===== config.mk =====
export PLATFORM = sky130hd
export DESIGN_NAME = fb_double_buffer_ctrl_flat
export DESIGN_NICKNAME = d
export VERILOG_FILES = /design/src/rtl/fb_pkg.sv /design/src/rtl/fb_double_buffer_ctrl_if.sv /design/src/rtl/fb_double_buffer_ctrl.sv /design/src/flat_wrapper.sv
export SDC_FILE = /design/constraint.sdc
export NUM_CORES = 1
export LEC_CHECK = 0
export BUFFER_PORTS_ARGS = -buffer_cell sky130_fd_sc_hd__buf_2
export CORE_MARGIN = 2
export CORE_UTILIZATION = 40
export CTS_CLUSTER_DIAMETER = 40
export DETAILED_ROUTE_END_ITERATION = 10
export GPL_ROUTABILITY_DRIVEN = 0
export PLACE_DENSITY = 0.68
export SYNTH_ARGS = -nofsm -noshare
export SYNTH_HDL_FRONTEND = slang
export SYNTH_SLANG_ARGS = --single-unit

===== constraint.sdc =====
create_clock -name clk_in -period 1.82 [get_ports clk_in]
set_input_delay 0.364 -clock clk_in [delete_from_list [all_inputs] [get_ports clk_in]]
set_output_delay 0.364 -clock clk_in [all_outputs]
set_load 0.02 [all_outputs]

===== src/rtl/fb_pkg.sv =====
`default_nettype none
// ============================================================================
// Module   : fb_pkg
// Purpose  : Shared types and constants for the double-buffered frame-buffer
//            write-port controller.
// Contents : fb_state_t - controller sequencing states
//            FB_NPIX    - pixels per frame at the default 320x180 geometry
//            FB_ADDR_W  - default frame-buffer address width
// Revision : 1.0 - initial release
// ============================================================================
package fb_pkg;

  localparam int FB_NPIX   = 320 * 180;
  localparam int FB_ADDR_W = 16;

  typedef enum logic [1:0] {
    CLEAR     = 2'd0,
    DRAW      = 2'd1,
    WAIT_SWAP = 2'd2
  } fb_state_t;

endpackage
`default_nettype wire


===== src/rtl/fb_double_buffer_ctrl_if.sv =====
`default_nettype none
// ============================================================================
// Module   : fb_double_buffer_ctrl_if
// Purpose  : Bundles the renderer pixel handshake, frame timing strobes and
//            the shared port-A write bus of the two frame buffers.
// Modports : slave  - controller view (timing/pixels in, write bus out)
//            master - environment view (drives timing/pixels, observes bus)
// Signals  : frame_end_in, px_valid_in, px_addr_in, px_color_in,
//            render_done_in, px_ready_out, render_start_out, we_out,
//            addr_out, data_out, display_sel_out, swap_out,
//            missed_frames_out
// Revision : 1.0 - initial release
// ============================================================================
interface fb_double_buffer_ctrl_if #(
  parameter int ADDR_W  = fb_pkg::FB_ADDR_W,
  parameter int COLOR_W = 16
);

  logic               frame_end_in;
  logic               px_valid_in;
  logic [ADDR_W-1:0]  px_addr_in;
  logic [COLOR_W-1:0] px_color_in;
  logic               px_ready_out;
  logic               render_done_in;
  logic               render_start_out;
  logic [1:0]         we_out;
  logic [ADDR_W-1:0]  addr_out;
  logic [COLOR_W-1:0] data_out;
  logic               display_sel_out;
  logic               swap_out;
  logic [7:0]         missed_frames_out;

  modport slave (
    input  frame_end_in, px_valid_in, px_addr_in, px_color_in, render_done_in,
    output px_ready_out, render_start_out, we_out, addr_out, data_out,
           display_sel_out, swap_out, missed_frames_out
  );

  modport master (
    output frame_end_in, px_valid_in, px_addr_in, px_color_in, render_done_in,
    input  px_ready_out, render_start_out, we_out, addr_out, data_out,
           display_sel_out, swap_out, missed_frames_out
  );

endinterface
`default_nettype wire


===== src/rtl/fb_double_buffer_ctrl.sv =====
`default_nettype none
// ============================================================================
// Module   : fb_double_buffer_ctrl
// Purpose  : Sequencer and port-A write arbiter for two frame buffers. Clears
//            the draw buffer before each scene, forwards renderer pixels into
//            it, and swaps display/draw buffers on a frame boundary once the
//            renderer reports the scene complete.
// Ports    : clk_in  - system clock, rising edge
//            rst_in  - synchronous active-high reset
//            bus     - fb_double_buffer_ctrl_if.slave (pixel handshake,
//                      frame/render strobes, registered write bus, status)
// Revision : 1.0 - initial release
// ============================================================================
module fb_double_buffer_ctrl
  import fb_pkg::*;
#(
  parameter int                 FB_WIDTH    = 320,
  parameter int                 FB_HEIGHT   = 180,
  parameter int                 ADDR_W      = FB_ADDR_W,
  parameter int                 COLOR_W     = 16,
  parameter logic [COLOR_W-1:0] CLEAR_COLOR = '0
) (
  input  wire logic                   clk_in,
  input  wire logic                   rst_in,
  fb_double_buffer_ctrl_if.slave      bus
);

  localparam int                NPIX      = FB_WIDTH * FB_HEIGHT;
  localparam logic [ADDR_W-1:0] LAST_ADDR = ADDR_W'(NPIX - 1);
  // One bit wider than the address so NPIX itself is representable.
  localparam logic [ADDR_W:0]   NPIX_EXT  = (ADDR_W + 1)'(NPIX);

  fb_state_t          state_q,     state_d;
  logic [ADDR_W-1:0]  clear_cnt_q, clear_cnt_d;
  logic               disp_sel_q,  disp_sel_d;
  logic               swap_q,      swap_d;
  logic               start_q,     start_d;
  logic [7:0]         missed_q,    missed_d;
  logic [1:0]         we_q,        we_d;
  logic [ADDR_W-1:0]  addr_q,      addr_d;
  logic [COLOR_W-1:0] data_q,      data_d;

  // Write-enable pattern for the buffer not being scanned out. Because the
  // display select only changes on the swap, this always targets the draw
  // buffer and can never hit both buffers at once.
  logic [1:0] w_draw_we;
  assign w_draw_we = disp_sel_q ? 2'b01 : 2'b10;

  always_comb begin
    state_d     = state_q;
    clear_cnt_d = clear_cnt_q;
    disp_sel_d  = disp_sel_q;
    swap_d      = 1'b0;
    start_d     = 1'b0;
    missed_d    = missed_q;
    we_d        = 2'b00;
    addr_d      = addr_q;
    data_d      = data_q;

    // Any frame boundary outside WAIT_SWAP is a frame shown without a swap.
    if (bus.frame_end_in && (state_q != WAIT_SWAP) && (missed_q != 8'hFF)) begin
      missed_d = missed_q + 8'd1;
    end

    unique case (state_q)
      CLEAR: begin
        we_d        = w_draw_we;
        addr_d      = clear_cnt_q;
        data_d      = CLEAR_COLOR;
        clear_cnt_d = clear_cnt_q + ADDR_W'(1);
        if (clear_cnt_q == LAST_ADDR) begin
          state_d = DRAW;
          start_d = 1'b1;
        end
      end
      DRAW: begin
        // Out-of-range pixels are still accepted, just never written.
        if (bus.px_valid_in && ({1'b0, bus.px_addr_in} < NPIX_EXT)) begin
          we_d   = w_draw_we;
          addr_d = bus.px_addr_in;
          data_d = bus.px_color_in;
        end
        if (bus.render_done_in) begin
          state_d = WAIT_SWAP;
        end
      end
      WAIT_SWAP: begin
        if (bus.frame_end_in) begin
          state_d     = CLEAR;
          clear_cnt_d = '0;
          disp_sel_d  = ~disp_sel_q;
          swap_d      = 1'b1;
        end
      end
      default: begin
        state_d = CLEAR;
      end
    endcase
  end

  always_ff @(posedge clk_in) begin
    if (rst_in) begin
      state_q     <= CLEAR;
      clear_cnt_q <= '0;
      disp_sel_q  <= 1'b0;
      swap_q      <= 1'b0;
      start_q     <= 1'b0;
      missed_q    <= 8'd0;
      we_q        <= 2'b00;
      addr_q      <= '0;
      data_q      <= '0;
    end else begin
      state_q     <= state_d;
      clear_cnt_q <= clear_cnt_d;
      disp_sel_q  <= disp_sel_d;
      swap_q      <= swap_d;
      start_q     <= start_d;
      missed_q    <= missed_d;
      we_q        <= we_d;
      addr_q      <= addr_d;
      data_q      <= data_d;
    end
  end

  // Ready depends on state alone so the renderer sees no combinational path
  // from its own valid.
  assign bus.px_ready_out      = (state_q == DRAW);
  assign bus.render_start_out  = start_q;
  assign bus.we_out            = we_q;
  assign bus.addr_out          = addr_q;
  assign bus.data_out          = data_q;
  assign bus.display_sel_out   = disp_sel_q;
  assign bus.swap_out          = swap_q;
  assign bus.missed_frames_out = missed_q;

endmodule
`default_nettype wire


===== src/flat_wrapper.sv =====
// flat-port wrapper written by rule: the top's interface ports become plain ports
module fb_double_buffer_ctrl_flat import fb_pkg::*;
#(
  parameter int                 FB_WIDTH    = 320,
  parameter int                 FB_HEIGHT   = 180,
  parameter int                 ADDR_W      = FB_ADDR_W,
  parameter int                 COLOR_W     = 16,
  parameter logic [COLOR_W-1:0] CLEAR_COLOR = '0
)
  (clk_in, rst_in, bus_frame_end_in, bus_px_valid_in, bus_px_addr_in, bus_px_color_in, bus_render_done_in, bus_px_ready_out, bus_render_start_out, bus_we_out, bus_addr_out, bus_data_out, bus_display_sel_out, bus_swap_out, bus_missed_frames_out);
  fb_double_buffer_ctrl_if #(.ADDR_W(ADDR_W), .COLOR_W(COLOR_W)) bus_i ();
  input  wire logic clk_in;
  input  wire logic rst_in;
  input wire logic [$bits(bus_i.frame_end_in)-1:0] bus_frame_end_in;
  input wire logic [$bits(bus_i.px_valid_in)-1:0] bus_px_valid_in;
  input wire logic [$bits(bus_i.px_addr_in)-1:0] bus_px_addr_in;
  input wire logic [$bits(bus_i.px_color_in)-1:0] bus_px_color_in;
  input wire logic [$bits(bus_i.render_done_in)-1:0] bus_render_done_in;
  output wire logic [$bits(bus_i.px_ready_out)-1:0] bus_px_ready_out;
  output wire logic [$bits(bus_i.render_start_out)-1:0] bus_render_start_out;
  output wire logic [$bits(bus_i.we_out)-1:0] bus_we_out;
  output wire logic [$bits(bus_i.addr_out)-1:0] bus_addr_out;
  output wire logic [$bits(bus_i.data_out)-1:0] bus_data_out;
  output wire logic [$bits(bus_i.display_sel_out)-1:0] bus_display_sel_out;
  output wire logic [$bits(bus_i.swap_out)-1:0] bus_swap_out;
  output wire logic [$bits(bus_i.missed_frames_out)-1:0] bus_missed_frames_out;
  assign bus_i.frame_end_in = bus_frame_end_in;
  assign bus_i.px_valid_in = bus_px_valid_in;
  assign bus_i.px_addr_in = bus_px_addr_in;
  assign bus_i.px_color_in = bus_px_color_in;
  assign bus_i.render_done_in = bus_render_done_in;
  assign bus_px_ready_out = bus_i.px_ready_out;
  assign bus_render_start_out = bus_i.render_start_out;
  assign bus_we_out = bus_i.we_out;
  assign bus_addr_out = bus_i.addr_out;
  assign bus_data_out = bus_i.data_out;
  assign bus_display_sel_out = bus_i.display_sel_out;
  assign bus_swap_out = bus_i.swap_out;
  assign bus_missed_frames_out = bus_i.missed_frames_out;
  fb_double_buffer_ctrl #(.FB_WIDTH(FB_WIDTH), .FB_HEIGHT(FB_HEIGHT), .ADDR_W(ADDR_W), .COLOR_W(COLOR_W), .CLEAR_COLOR(CLEAR_COLOR)) u_core (.clk_in(clk_in), .rst_in(rst_in), .bus(bus_i));
endmodule

==> results of run 1 <==
routing by layer:
| layer | up-vias | GRT usage |
|---|---|---|
| met5 | - | 0 |
| met4 | 0 | 0.0811 |
| met3 | 9 | 0.0436 |
| met2 | 60 | 0.302 |
| met1 | 1228 | 0.241 |
| li1 | 1270 | - |
power by group through the flow:
stage | Clock, mW | Sequential, mW | Combinational (mW)
after floorplan | 0 | 1.45 | 0.0572
after global placement | 0 | 1.44 | 0.142
after detailed placement | 0 | 1.44 | 0.143
after CTS | 1.15 | 1.41 | 0.144
after global routing | 1.21 | 1.41 | 0.159
final | 1.12 | 1.41 | 0.144
registers in the layout, indices dropped and copies added (netlist names):
signal and count:
u_core.bus.missed_frames_out 8, u_core.clear_cnt_q 16, u_core.bus.swap_out 1, u_core.bus.we_out 2, u_core.bus.render_start_out 1, u_core.bus.display_sel_out 1
u_core.bus.addr_out 16, u_core.bus.data_out 16, u_core.state_q 2
logic make-up (layout without fill, tap and decap cells):
logic type,after synthesis,after routing,share of synthesized area
buffers and inverters,26,124,0.0461
and+or+nand+nor,86,86,0.180
DFF,63,63,0.456
muxes,23,23,0.0841
AOI/OAI and AO/OA,82,82,0.209
xor gates and xnor gates,5,5,0.0158
adders and majority gates,2,2,0.00904
layout make-up:
type | instances | area, sq um | share of cell area
clock buffers | 12 | 165 | 0.0468
clock inverters | 3 | 17.5 | 0.00496
inverters | 7 | 26.3 | 0.00745
multi-input cells | 198 | 1380 | 0.392
flip-flops and latches | 63 | 1260 | 0.358
well taps | 80 | 100 | 0.0284
repair buffers | 102 | 573 | 0.162
worst paths after layout:
path	start	end	slack [ns]
setup / recovery	u_core.clear_cnt_q[1]$_SDFFE_PP0P_	u_core.clear_cnt_q[10]$_SDFFE_PP0P_	0.15
hold / removal	bus_px_color_in[2]	u_core.bus.data_out[2]$_SDFFE_PP0P_	0.23
setup reg to reg	u_core.clear_cnt_q[1]$_SDFFE_PP0P_	u_core.clear_cnt_q[10]$_SDFFE_PP0P_	0.15
hold reg to reg	u_core.bus.data_out[6]$_SDFFE_PP0P_	u_core.bus.data_out[6]$_SDFFE_PP0P_	0.47
Yosys cell counts, types with 2 or more instances:
cell type  count
dfxtp_1       63
a21oi_1       23
nor2_1        22
mux2i_1       21
a211oi_1      16
a22o_1        16
buf_2          9
nand2_1        9
nand3_1        9
nand4_1        8
inv_1          7
and3_1         5
o21ai_0        5
a22oi_1        4
clkbuf_1       4
nor3_1         4
nor4_1         4
xnor2_1        4
a31oi_1        3
buf_1          3
nand3b_1       3
o31ai_1        3
or3_1          3
and2_1         2
buf_6          2
ha_1           2
mux2_2         2
nor2b_1        2
nor3_2         2
o211ai_1       2
o41ai_1        2
or4_1          2
what timing repair did:
item,in CTS,in global routing
setup endpoints to repair,0,4
hold buffers,0,0
gates resized for setup,0,2
metrics by stage:
stage | instances | utilization
2_1_floorplan | 287 | -
3_3_place_gp | 450 | 0.494
3_5_place_dp | 450 | 0.494
4_1_cts | 465 | 0.521
5_1_grt | 465 | 0.522
6_report | 465 | 0.522
==> results.toml, run 1 <==
[placed_design]
portBuffers = 82
place_ws_ns = 0.0630
place_hpwl_um = 5200
dpl-instance-area_sq_um = 3340

[power]
power_density_nw_per_um2 = 757
pwr-share-clk = 0.419
p_sw_mw = 0.621
power_mw = 2.67
internal_power_mw = 2.05
seqPwrFrac = 0.527
ir_drop_mv = 0.257
p_sw_frac = 0.232
p_comb_frac = 0.054
p_leak_nw = 1.50

[layout]
layout_commonest_cell = "buf_2"
diodes = 0
final_cell_area_sq_um = 3530
area_growth_pct = 27.5
final_nets = 420
final_cell_mix = "buf_2 (82), dfxtp_1 (62), a21oi_1 (23), nor2_1 (22), mux2i_1 (21)"
fillers = 666
drive_gt1_frac = 0.338

[global_route]
antenna_found_initial = 0
grt_max_degree = 20
grt_pass1_vias = 2384
grt_pass1_wl_um = 11100
grt_use_total = 0.188
grt_overflow = 0

[sta]
whs_ns = 0.234
fin_worst_skew_ns = 0.00845
fin_crit_ns = 1.67
fmax_ghz = 0.597
tightestPinTransition_ns = 0.430
hold_viol = 0
worst_slack_ns = 0.146
drv_slew = 0
rsz0062_at_grt = "yes"
setup_viol_count_final = 0
tns_ns = 0
period_share = 0.920
slew_headroom = 0.712

[logic_synthesis]
yosysTopAreaCell = "dfxtp_1"
synthFlopType = "dfxtp_1"
synth_top_area_share = 0.456
synth_cell_types = 53
seq_area_frac_synth = 0.456
ys_ff_latch = 63
synth_edf_count = 0
syn_avg_cell_area_sq_um = 9.64
yosys_warnings = 0
synthArstFlopShare = 0
synth_nets = 326
netlist_instances = 287
netlist_top_cells_area = "dfxtp_1 (46%), mux2i_1 (7.6%), a22o_1 (5.1%), a211oi_1 (4.3%), a21oi_1 (4.2%)"
netlist_area_sq_um = 2770

[worst_setup_path]
cp.depth = 5
cp_num_buf_inv = 0
cp_max_fo = 5
critPathSlowestCell = "or4_1"
end_kind = "flop"
criticalPathCategory = "flop to flop"
crit_arrival_ns = 1.94
path_cells = "ha_1, and2_1, nand3_4, or4_1, a21oi_1"
cp_top_family = "simple AND/OR/NAND/NOR gates"
required_ns = 2.09
rr_worst_depth = 5
slowest_delay_ns = 0.52
cp-start-kind = "flop"

[routing]
highest_layer = "met4"
via_per_inst = 5.52
drc_errors = 0
num_vias = 2567
ant_nets = 0
drt_wl_total_um = 7060
met2WireLength_um = 3280
wl_per_cell_um = 15.2
wl_met3_um = 336
wl_met1_um = 3320
firstDrtPassIters = 5
drtIter0Drc = 134

[clock_network]
clk_pin_slew_ns = 0.07
h-tree-depth = 3
cts_buffers = 9
worstSkewPairLatency_ns = 0.34
cts_tree = "yes"
clock_sinks = 63
clockBufferDepth = 2
post_cts_buffers = 0
cts-root-buf = "clkbuf_8"

[floorplan]
die_h_um = 87.2
dieArea_sq_um = 7600
core_sq_um = 6760
rows = 30
ios = 83
initial_core_util = 0.409
chipWidth_um = 87.2

[worst_hold_path]
hold_class = "input port to flop"
hold_depth = 2

[status]
status = "finished clean"

[run]
drv_cap = 0
(Power assumes the default switching activity.)
==> inputs of run 2 (changes only) <==
CORE_MARGIN = unset   (was 2)
CORE_UTILIZATION = 35   (was 40)
PLACE_DENSITY = 0.61   (was 0.68)
==> run 2 against run 1 <==
Against the previous run: non-clock buffer count decreased by 2; sequential power about the same; critical path depth unchanged; cell area increased by 1.9%; flip-flop and latch count unchanged; global-route usage decreased by 1.1 points; worst hold slack improved by 0.0072 ns; critical path type unchanged.
==> results.toml, run 2 (synthesis results as in run 1) <==
[status]
status = "finished clean"

[global_route]
grt_pass1_vias = 2344
grt_max_degree = 20
antenna_found_initial = 0
grt_overflow = 0
grt_use_total = 0.177
grt_pass1_wl_um = 11500

[layout]
layout_commonest_cell = "buf_2"
drive_gt1_frac = 0.333
final_cell_area_sq_um = 3590
area_growth_pct = 29.9
final_nets = 418
fillers = 791
final_cells = 486
seq_area_sq_um = 1260
multi_input_area_sq_um = 1380
final_cell_mix = "buf_2 (82), dfxtp_1 (62), a21oi_1 (23), nor2_1 (22), mux2i_1 (21)"
diodes = 0

[clock_network]
clk_pin_slew_ns = 0.08
cts-root-buf = "clkbuf_8"
h-tree-depth = 3
worstSkewPairLatency_ns = 0.34
cts_buffers = 9
clockBufferDepth = 2
cts-hold-fix-buffers = 0
clock_sinks = 63
cts_tree = "yes"
cts_resized = 0
post_cts_buffers = 0

[sta]
whs_ns = 0.242
tns_ns = 0
drv_slew = 0
period_share = 0.919
setup_viol_count_final = 0
fin_worst_skew_ns = 0.0115
slew_headroom = 0.726
fin_crit_ns = 1.67
hold_viol = 0
fmax_ghz = 0.598
tightestPinTransition_ns = 0.408
rsz0062_at_grt = "no"

[routing]
drtIter0Drc = 86
drt_wl_total_um = 7120
drc_errors = 0
via_per_inst = 5.20
ant_nets = 0
wl_per_cell_um = 14.6
num_vias = 2527
firstDrtPassIters = 5

[power]
power_mw = 3.08
p_leak_nw = 1.51
ir_drop_mv = 0.306
power_density_nw_per_um2 = 857

[worst_setup_path]
critPathSlowestCell = "or4_1"
slowest_delay_ns = 0.52
r2r_setup_slack_ns = 0.15
cp-start-kind = "flop"
path_cells = "ha_1, and2_1, nand3_4, or4_1, a21oi_1"
end_kind = "flop"
required_ns = 2.09
cp_max_fo = 5
criticalPathCategory = "flop to flop"
crit_arrival_ns = 1.95

[placed_design]
dpl-instance-area_sq_um = 3340
portBuffers = 82
place_hpwl_um = 5310
dp_cells = 470

[floorplan]
rows = 32
initial_core_util = 0.360
ios = 83
die_h_um = 90.9
core_sq_um = 7690
chipWidth_um = 90.9
dieArea_sq_um = 8260

[run]
drv_cap = 0

[worst_hold_path]
hold_class = "input port to flop"
-- run 2: cell count changes in the layout (fill, tap and decap cells not counted) --
cell,before,now
clkinv_2,2,1
a221oi_1,0,1
a221oi_2,1,0
buf_12,1,0
clkbuf_8,12,11
clkinv_4,0,1
clkinvlp_4,1,0
buf_4,19,18
bufinv_16,0,3
-- run 2: power by group --
group          internal [mW]  total [mW]  switching (mW)
Clock                  0.985        1.53           0.543
Combinational         0.0665       0.145          0.0786
Sequential              1.39        1.41          0.0144
Total                   2.44        3.08           0.636
-- run 2: worst paths after layout --
| kind | startpoint | to | cells after the start |
|---|---|---|---|
| worst max-delay path | u_core.clear_cnt_q[1]$_SDFFE_PP0P_ | u_core.clear_cnt_q[10]$_SDFFE_PP0P_ | 5 |
| worst max register to register | u_core.clear_cnt_q[1]$_SDFFE_PP0P_ | u_core.clear_cnt_q[10]$_SDFFE_PP0P_ | 5 |
| worst min register to register | u_core.bus.data_out[3]$_SDFFE_PP0P_ | u_core.bus.data_out[3]$_SDFFE_PP0P_ | 1 |
| worst min-delay path | bus_px_color_in[3] | u_core.bus.data_out[3]$_SDFFE_PP0P_ | 2 |
-- run 2: layer usage --
layer	part of all wire	track usage
met4	0.0077	0.0476
met2	0.46	0.279
met1	0.47	0.230
met3	0.055	0.0589
met5	0	0
-- run 2: area by class of cell --
type | instances | share of cell area
multi-input combinational | 198 | 0.383
sequential | 63 | 0.351
timing repair buffer | 100 | 0.152
clock buffer | 11 | 0.0421
tap | 102 | 0.0355
clock inverter | 5 | 0.0289
inverter | 7 | 0.00731
-- run 2: critical path: cells and delay by family (launching register included) --
family / cells / cell delay [ns]
and+or+nand+nor: 3 / 0.83
AOI/OAI and AO/OA: 1 / 0.14
DFF: 1 / 0.42
adders and majority gates: 1 / 0.23
-- run 2: per-stage QoR --
step | setup slack [ns] | util
floorplan | 0.218 | -
global placement | 0.0858 | 0.434
detailed placement | 0.0275 | 0.434
CTS | 0.0520 | 0.467
global route | 0.0562 | 0.468
finish | 0.148 | 0.468
